--- src/rtl/att_peso_seq_pkg.sv ---
// Shared training header: fixed-point defaults and the weight-update FSM encoding.
package att_peso_seq_pkg;
   localparam int DEF_WIDTH = 16;
   localparam int DEF_FRAC  = 10;

   typedef enum logic [1:0] {
      IDLE = 2'd0,
      ERR  = 2'd1,
      UPD  = 2'd2,
      DONE = 2'd3
   } state_t;
endpackage

--- src/rtl/att_peso_seq_fx_mul_sat.sv ---
// Signed fixed-point multiply: full-width product, floor shift by FRAC, clamp to WIDTH.
module fx_mul_sat #(
   parameter int WIDTH = 16,
   parameter int FRAC  = 10
) (
   input  logic signed [WIDTH-1:0] a,
   input  logic signed [WIDTH-1:0] b,
   output logic signed [WIDTH-1:0] p,
   output logic                    ovf
);
   localparam logic [WIDTH-1:0] MAXV = {1'b0, {(WIDTH-1){1'b1}}};

   logic signed [2*WIDTH-1:0] prod, shf;
   logic [WIDTH:0] hi;

   assign prod = a * b;
   assign shf  = prod >>> FRAC;
   // Result fits only if the top WIDTH+1 bits are pure sign extension.
   assign hi   = shf[2*WIDTH-1:WIDTH-1];
   assign ovf  = !((&hi) || (~|hi));
   assign p    = ovf ? (shf[2*WIDTH-1] ? ~MAXV : MAXV) : shf[WIDTH-1:0];
endmodule

--- src/rtl/att_peso_seq.sv ---
// Sequential delta-rule weight update: one error/gain step, then one channel per cycle.
module att_peso_seq
   import att_peso_seq_pkg::*;
#(
   parameter int N_IN  = 4,
   parameter int WIDTH = DEF_WIDTH,
   parameter int FRAC  = DEF_FRAC,
   localparam int IDX_W = (N_IN > 1) ? $clog2(N_IN) : 1
) (
   input  logic                    clk,
   input  logic                    rst,
   input  logic                    en,
   input  logic                    start,
   input  logic [WIDTH-1:0]        d,
   input  logic [WIDTH-1:0]        y,
   input  logic [WIDTH-1:0]        u,
   input  logic [N_IN*WIDTH-1:0]   in_vec,
   input  logic                    wload,
   input  logic [IDX_W-1:0]        wsel,
   input  logic [WIDTH-1:0]        wdata,
   output logic [N_IN*WIDTH-1:0]   w_vec,
   output logic                    busy,
   output logic                    done,
   output logic                    zero_err,
   output logic                    sat
);
   localparam logic [WIDTH-1:0] MAXV   = {1'b0, {(WIDTH-1){1'b1}}};
   localparam logic [IDX_W:0]   N_IN_L = N_IN[IDX_W:0];
   localparam logic [IDX_W-1:0] LAST   = N_IN_L[IDX_W-1:0] - 1'b1;

   state_t                        state;
   logic [IDX_W-1:0]              idx;
   logic [N_IN-1:0][WIDTH-1:0]    w_bank, in_r;
   logic [WIDTH-1:0]              d_r, y_r, u_r, k_r;
   logic                          sat_acc;

   logic [WIDTH:0]   diff_x, sum_x;
   logic [WIDTH-1:0] e_sat, k_p, dlt_p, sum_sat;
   logic             e_ovf, k_ovf, dlt_ovf, sum_ovf, sat_upd;

   // Error, widened by one bit so d-y never wraps before clamping.
   assign diff_x  = {d_r[WIDTH-1], d_r} - {y_r[WIDTH-1], y_r};
   assign e_ovf   = diff_x[WIDTH] ^ diff_x[WIDTH-1];
   assign e_sat   = e_ovf ? (diff_x[WIDTH] ? ~MAXV : MAXV) : diff_x[WIDTH-1:0];

   fx_mul_sat #(.WIDTH(WIDTH), .FRAC(FRAC)) u_k_mul (
      .a(u_r), .b(e_sat), .p(k_p), .ovf(k_ovf)
   );

   fx_mul_sat #(.WIDTH(WIDTH), .FRAC(FRAC)) u_dlt_mul (
      .a(k_r), .b(in_r[idx]), .p(dlt_p), .ovf(dlt_ovf)
   );

   assign sum_x   = {w_bank[idx][WIDTH-1], w_bank[idx]} + {dlt_p[WIDTH-1], dlt_p};
   assign sum_ovf = sum_x[WIDTH] ^ sum_x[WIDTH-1];
   assign sum_sat = sum_ovf ? (sum_x[WIDTH] ? ~MAXV : MAXV) : sum_x[WIDTH-1:0];
   assign sat_upd = sat_acc | dlt_ovf | sum_ovf;

   assign w_vec = w_bank;

   always_ff @(posedge clk or posedge rst) begin
      if (rst) begin
         state    <= IDLE;
         idx      <= '0;
         w_bank   <= '0;
         in_r     <= '0;
         d_r      <= '0;
         y_r      <= '0;
         u_r      <= '0;
         k_r      <= '0;
         sat_acc  <= 1'b0;
         busy     <= 1'b0;
         done     <= 1'b0;
         zero_err <= 1'b0;
         sat      <= 1'b0;
      end else if (en) begin
         case (state)
            IDLE: begin
               // A same-cycle preload lands before UPD reads the bank.
               if (wload && ({1'b0, wsel} < N_IN_L))
                  w_bank[wsel] <= wdata;
               if (start) begin
                  d_r      <= d;
                  y_r      <= y;
                  u_r      <= u;
                  in_r     <= in_vec;
                  idx      <= '0;
                  sat_acc  <= 1'b0;
                  zero_err <= 1'b0;
                  sat      <= 1'b0;
                  busy     <= 1'b1;
                  state    <= ERR;
               end
            end
            ERR: begin
               k_r     <= k_p;
               sat_acc <= e_ovf | k_ovf;
               if (e_sat == '0) begin
                  zero_err <= 1'b1;
                  sat      <= e_ovf | k_ovf;
                  done     <= 1'b1;
                  state    <= DONE;
               end else begin
                  state <= UPD;
               end
            end
            UPD: begin
               w_bank[idx] <= sum_sat;
               sat_acc     <= sat_upd;
               if (idx == LAST) begin
                  idx   <= '0;
                  sat   <= sat_upd;
                  done  <= 1'b1;
                  state <= DONE;
               end else begin
                  idx <= idx + 1'b1;
               end
            end
            DONE: begin
               done  <= 1'b0;
               busy  <= 1'b0;
               state <= IDLE;
            end
            default: state <= IDLE;
         endcase
      end
   end
endmodule

--- config.mk ---
export PLATFORM = sky130hd
export DESIGN_NAME = att_peso_seq
export DESIGN_NICKNAME = d
export VERILOG_FILES = /design/src/rtl/att_peso_seq_pkg.sv /design/src/rtl/att_peso_seq_fx_mul_sat.sv /design/src/rtl/att_peso_seq.sv
export SDC_FILE = /design/constraint.sdc
export NUM_CORES = 2
export LEC_CHECK = 0
export CORE_ASPECT_RATIO = 2
export CORE_UTILIZATION = 55
export DETAILED_ROUTE_END_ITERATION = 7
export GPL_TIMING_DRIVEN = 0
export MAX_ROUTING_LAYER = met4
export PLACE_DENSITY = 0.77
export SYNTH_ARGS = -nofsm -noshare
export SYNTH_HDL_FRONTEND = slang
export SYNTH_SLANG_ARGS = --single-unit
--- constraint.sdc ---
create_clock -name clk -period 20.9 [get_ports clk]
set_clock_uncertainty 0.05 [all_clocks]
set_input_delay 3.135 -clock clk [delete_from_list [all_inputs] [get_ports clk]]
set_output_delay 3.135 -clock clk [all_outputs]
set_load 0.01 [all_outputs]
==> impl_metrics.py <==
metrics = {
    "sta": {
        "period_needed_ns": 14.59,
        "fin_ws_ns": 6.31,
        "rsz0062_at_grt": "no",
        "maxSlewHeadroom_pct": -0.215,
        "fmax_mhz": 68.5,
        "finalSetupViolCount": 0,
        "fin_tns_setup_ns": 0,
        "hold_viol": 0,
        "tightest_slew_ns": 1.49,
        "slew_viol_final": 1,
        "post-route-period-util_pct": 69.8,
    },
    "setup_path": {
        "crit_path_start_kind": "register",
        "crit_arrival_ns": 14.98,
        "endpoint_kind": "register",
        "worst-setup-path-type": "register to register",
        "cpPeakStageDelay_ns": 1.12,
        "timing.rr.end": "w_vec[59]",
        "reg2reg_depth": 41,
        "worstPathRequired_ns": 21.29,
        "path_max_fanout": 10,
        "r2r_slack_ns": 6.31,
        "crit_top_cell": "fa_1",
        "r2r-start": "idx[0]",
        "startpoint": "idx[0]",
        "slowest_stage": "o21ai_1",
    },
    "drt": {
        "first_pass_iters": 6,
        "drtIter0Drc": 1494,
        "vias_per_cell": 5.94,
        "wl_microns": 103000,
        "avgRoutedWirePerCell_microns": 24.2,
        "ant_nets": 0,
        "vias": 25200,
        "drc": 0,
    },
    "final_layout": {
        "fillCellCount": 4789,
        "post-route-util_pct": 62.2,
        "areaGrowthSynthToFinish_pct": 12.1,
        "final_nets": 4334,
        "drive_gt1_share_pct": 6.73,
        "final_cells": 4249,
    },
    "floorplanning": {
        "ios": 203,
        "die_area_sq_mm": 0.0577,
        "fp.dieH_microns": 339,
        "core_area_sq_mm": 0.0562,
        "start_util_pct": 55.5,
        "rows": 123,
        "chipWidth_microns": 170,
    },
    "logic_synthesis": {
        "async_reset_ff_share_pct": 100,
        "synth_fp_nets": 4107,
        "synth_top_area_share_pct": 33.7,
        "syn_area_per_cell_sq_um": 9.60,
        "syn_area_sq_mm": 0.0312,
        "synth_edf_count": 0,
        "synth_seq_area_share_pct": 16.1,
        "netlist_instances": 3248,
        "ys.flop_type": "dfrtp_1",
        "yosysMostFrequentCell": "inv_1",
        "yosys-top-cells-count": "inv_1, fa_1, nand2_1",
        "ys_seq_elements": 201,
        "synth_cell_types": 85,
        "yosys.area.top_type": "fa_1",
        "synth_area_leaders": "fa_1, dfrtp_1, ha_1",
        "yosysWarningCount": 0,
    },
    "global_route": {
        "grt_pass1_wl_microns": 157000,
        "grtUsageMet3_pct": 8.28,
        "grt_max_degree": 115,
        "grtUsageMet2_pct": 65.2,
        "grtUsageMet1_pct": 33.4,
        "grt_pass1_vias": 27800,
        "grt_antenna_before_repair": 7,
        "top_usage_layer": "met2",
        "overflow": 0,
        "grt.total_usage_pct": 38.6,
    },
    "run_status": {
        "violations": "max-capacitance violations, max-slew violations",
        "status": "finished with violations",
    },
    "placed_design": {
        "gp_congestion": 1.02,
        "dp_slack_ns": 6.81,
        "dp_hpwl_microns": 83400,
        "io_buffers": 201,
        "dpl.cell_count": 4200,
    },
    "clocking": {
        "cts_buffer_depth": 3,
        "cts_resized": 0,
        "htree_levels": 1,
        "cts_tree": "done",
        "cts-root-buf": "clkbuf_16",
        "clk_latency_ns": 0.57,
        "numCtsBuffers": 22,
        "hold_buffers": 0,
        "cts_setup_buffers": 0,
        "path_clk_slew_ns": 0.07,
        "cts.sinks": 201,
    },
    "hold_path": {
        "min_from": "in_r[46]",
        "hold_class": "register to register",
        "hold-path-endpoint": "in_r[46]",
        "whs_path_depth": 1,
    },
    "run": {
        "cap_violations": 2,
    },
}
[worst max-delay path by stage]
| stage | endpoint | slack (ns) | cells after the start |
|---|---|---|---|
| floorplan | w_vec[50] | 9.98 | 42 |
| global placement | w_vec[13] | 7.04 | 40 |
| detailed placement | w_vec[61] | 6.81 | 40 |
| CTS | w_vec[17] | 6.78 | 40 |
| global route | w_vec[50] | 5.31 | 41 |
| finish | w_vec[59] | 6.31 | 41 |
[final cells by class]
type | count | area (sq um) | share of cell area [%]
multi-input cells | 2320 | 23400 | 66.9
plain buffers | 132 | 522 | 1.49
well taps | 750 | 938 | 2.69
clock buffers | 30 | 611 | 1.75
inverters | 595 | 2240 | 6.41
clock inverters | 9 | 139 | 0.397
diodes | 9 | 22.5 | 0.0645
flip-flops and latches | 201 | 5030 | 14.4
repair buffers | 203 | 2050 | 5.86
[cell usage in the layout (no fill, tap or decap), drive strengths merged, types with 14 or more instances in the layout]
| cell type | Yosys | layout |
|---|---|---|
| o21ai | 116 | 116 |
| nand2b | 17 | 17 |
| xor2 | 27 | 27 |
| o21a | 16 | 16 |
| buf | 20 | 21 |
| nor2b | 42 | 42 |
| xnor2 | 51 | 51 |
| and3 | 17 | 17 |
| nand2 | 383 | 383 |
| or2 | 20 | 20 |
| dfrtp | 201 | 201 |
| fa | 525 | 525 |
| clkbuf | 112 | 143 |
| a22oi | 45 | 45 |
| clkdlybuf4s50 | 0 | 201 |
| nor2 | 92 | 92 |
| and2 | 217 | 217 |
| o22a | 15 | 15 |
| ha | 199 | 199 |
| a21o | 37 | 37 |
| mux2 | 118 | 118 |
| a21oi | 95 | 95 |
| nor3 | 27 | 27 |
| inv | 594 | 595 |
| nand4 | 14 | 14 |
| mux4 | 31 | 31 |
| a221o | 17 | 17 |
| nand3 | 31 | 31 |
[per-layer routing]
layer | share of wire (%) | wire, microns
met3 | 6.7 | 6850
met4 | 14 | 13900
met1 | 29 | 29300
met2 | 51 | 52600
met5 | 0 | 0
[through the flow]
| stage | hold WS [ns] | area, sq um |
|---|---|---|
| after global placement | 0.432 | 34100 |
| final | 0.454 | 34900 |
| after floorplan | 0.424 | 31200 |
| after detailed placement | 0.438 | 34200 |
| after CTS | 0.452 | 34900 |
| after global routing | 0.471 | 34900 |
[registers in the layout (all words and copies together) (netlist names)]
signal,flops
y_r,16
idx,2
done,1
busy,1
d_r,16
u_r,16
in_r,64
w_vec,64
zero_err,1
state,2
sat,1
k_r,16
sat_acc,1
[worst max-delay path: cells and delay by family, from the launching register on]
family / cells / cell delay, ns
buffers and inverters: 10 / 3.91
and+or+nand+nor: 9 / 1.67
xor gates and xnor gates: 2 / 0.96
adders and majority gates: 8 / 3.84
AOI/OAI and AO/OA: 12 / 3.61
DFF: 1 / 0.38
[logic make-up after synthesis]
| logic type | share of synthesized area (%) |
|---|---|
| AND/OR/NAND/NOR | 14.0 |
| adder cells (fa/ha/maj) | 42.0 |
| buffers and inverters | 8.84 |
| AO/OA/AOI/OAI | 10.2 |
| flip-flops | 16.1 |
| multiplexers | 6.63 |
| XOR/XNOR | 2.19 |
Power is left out: the tool's default activity adds up to more than one toggle a clock period on the data nets, which glitch-free logic cannot reach.
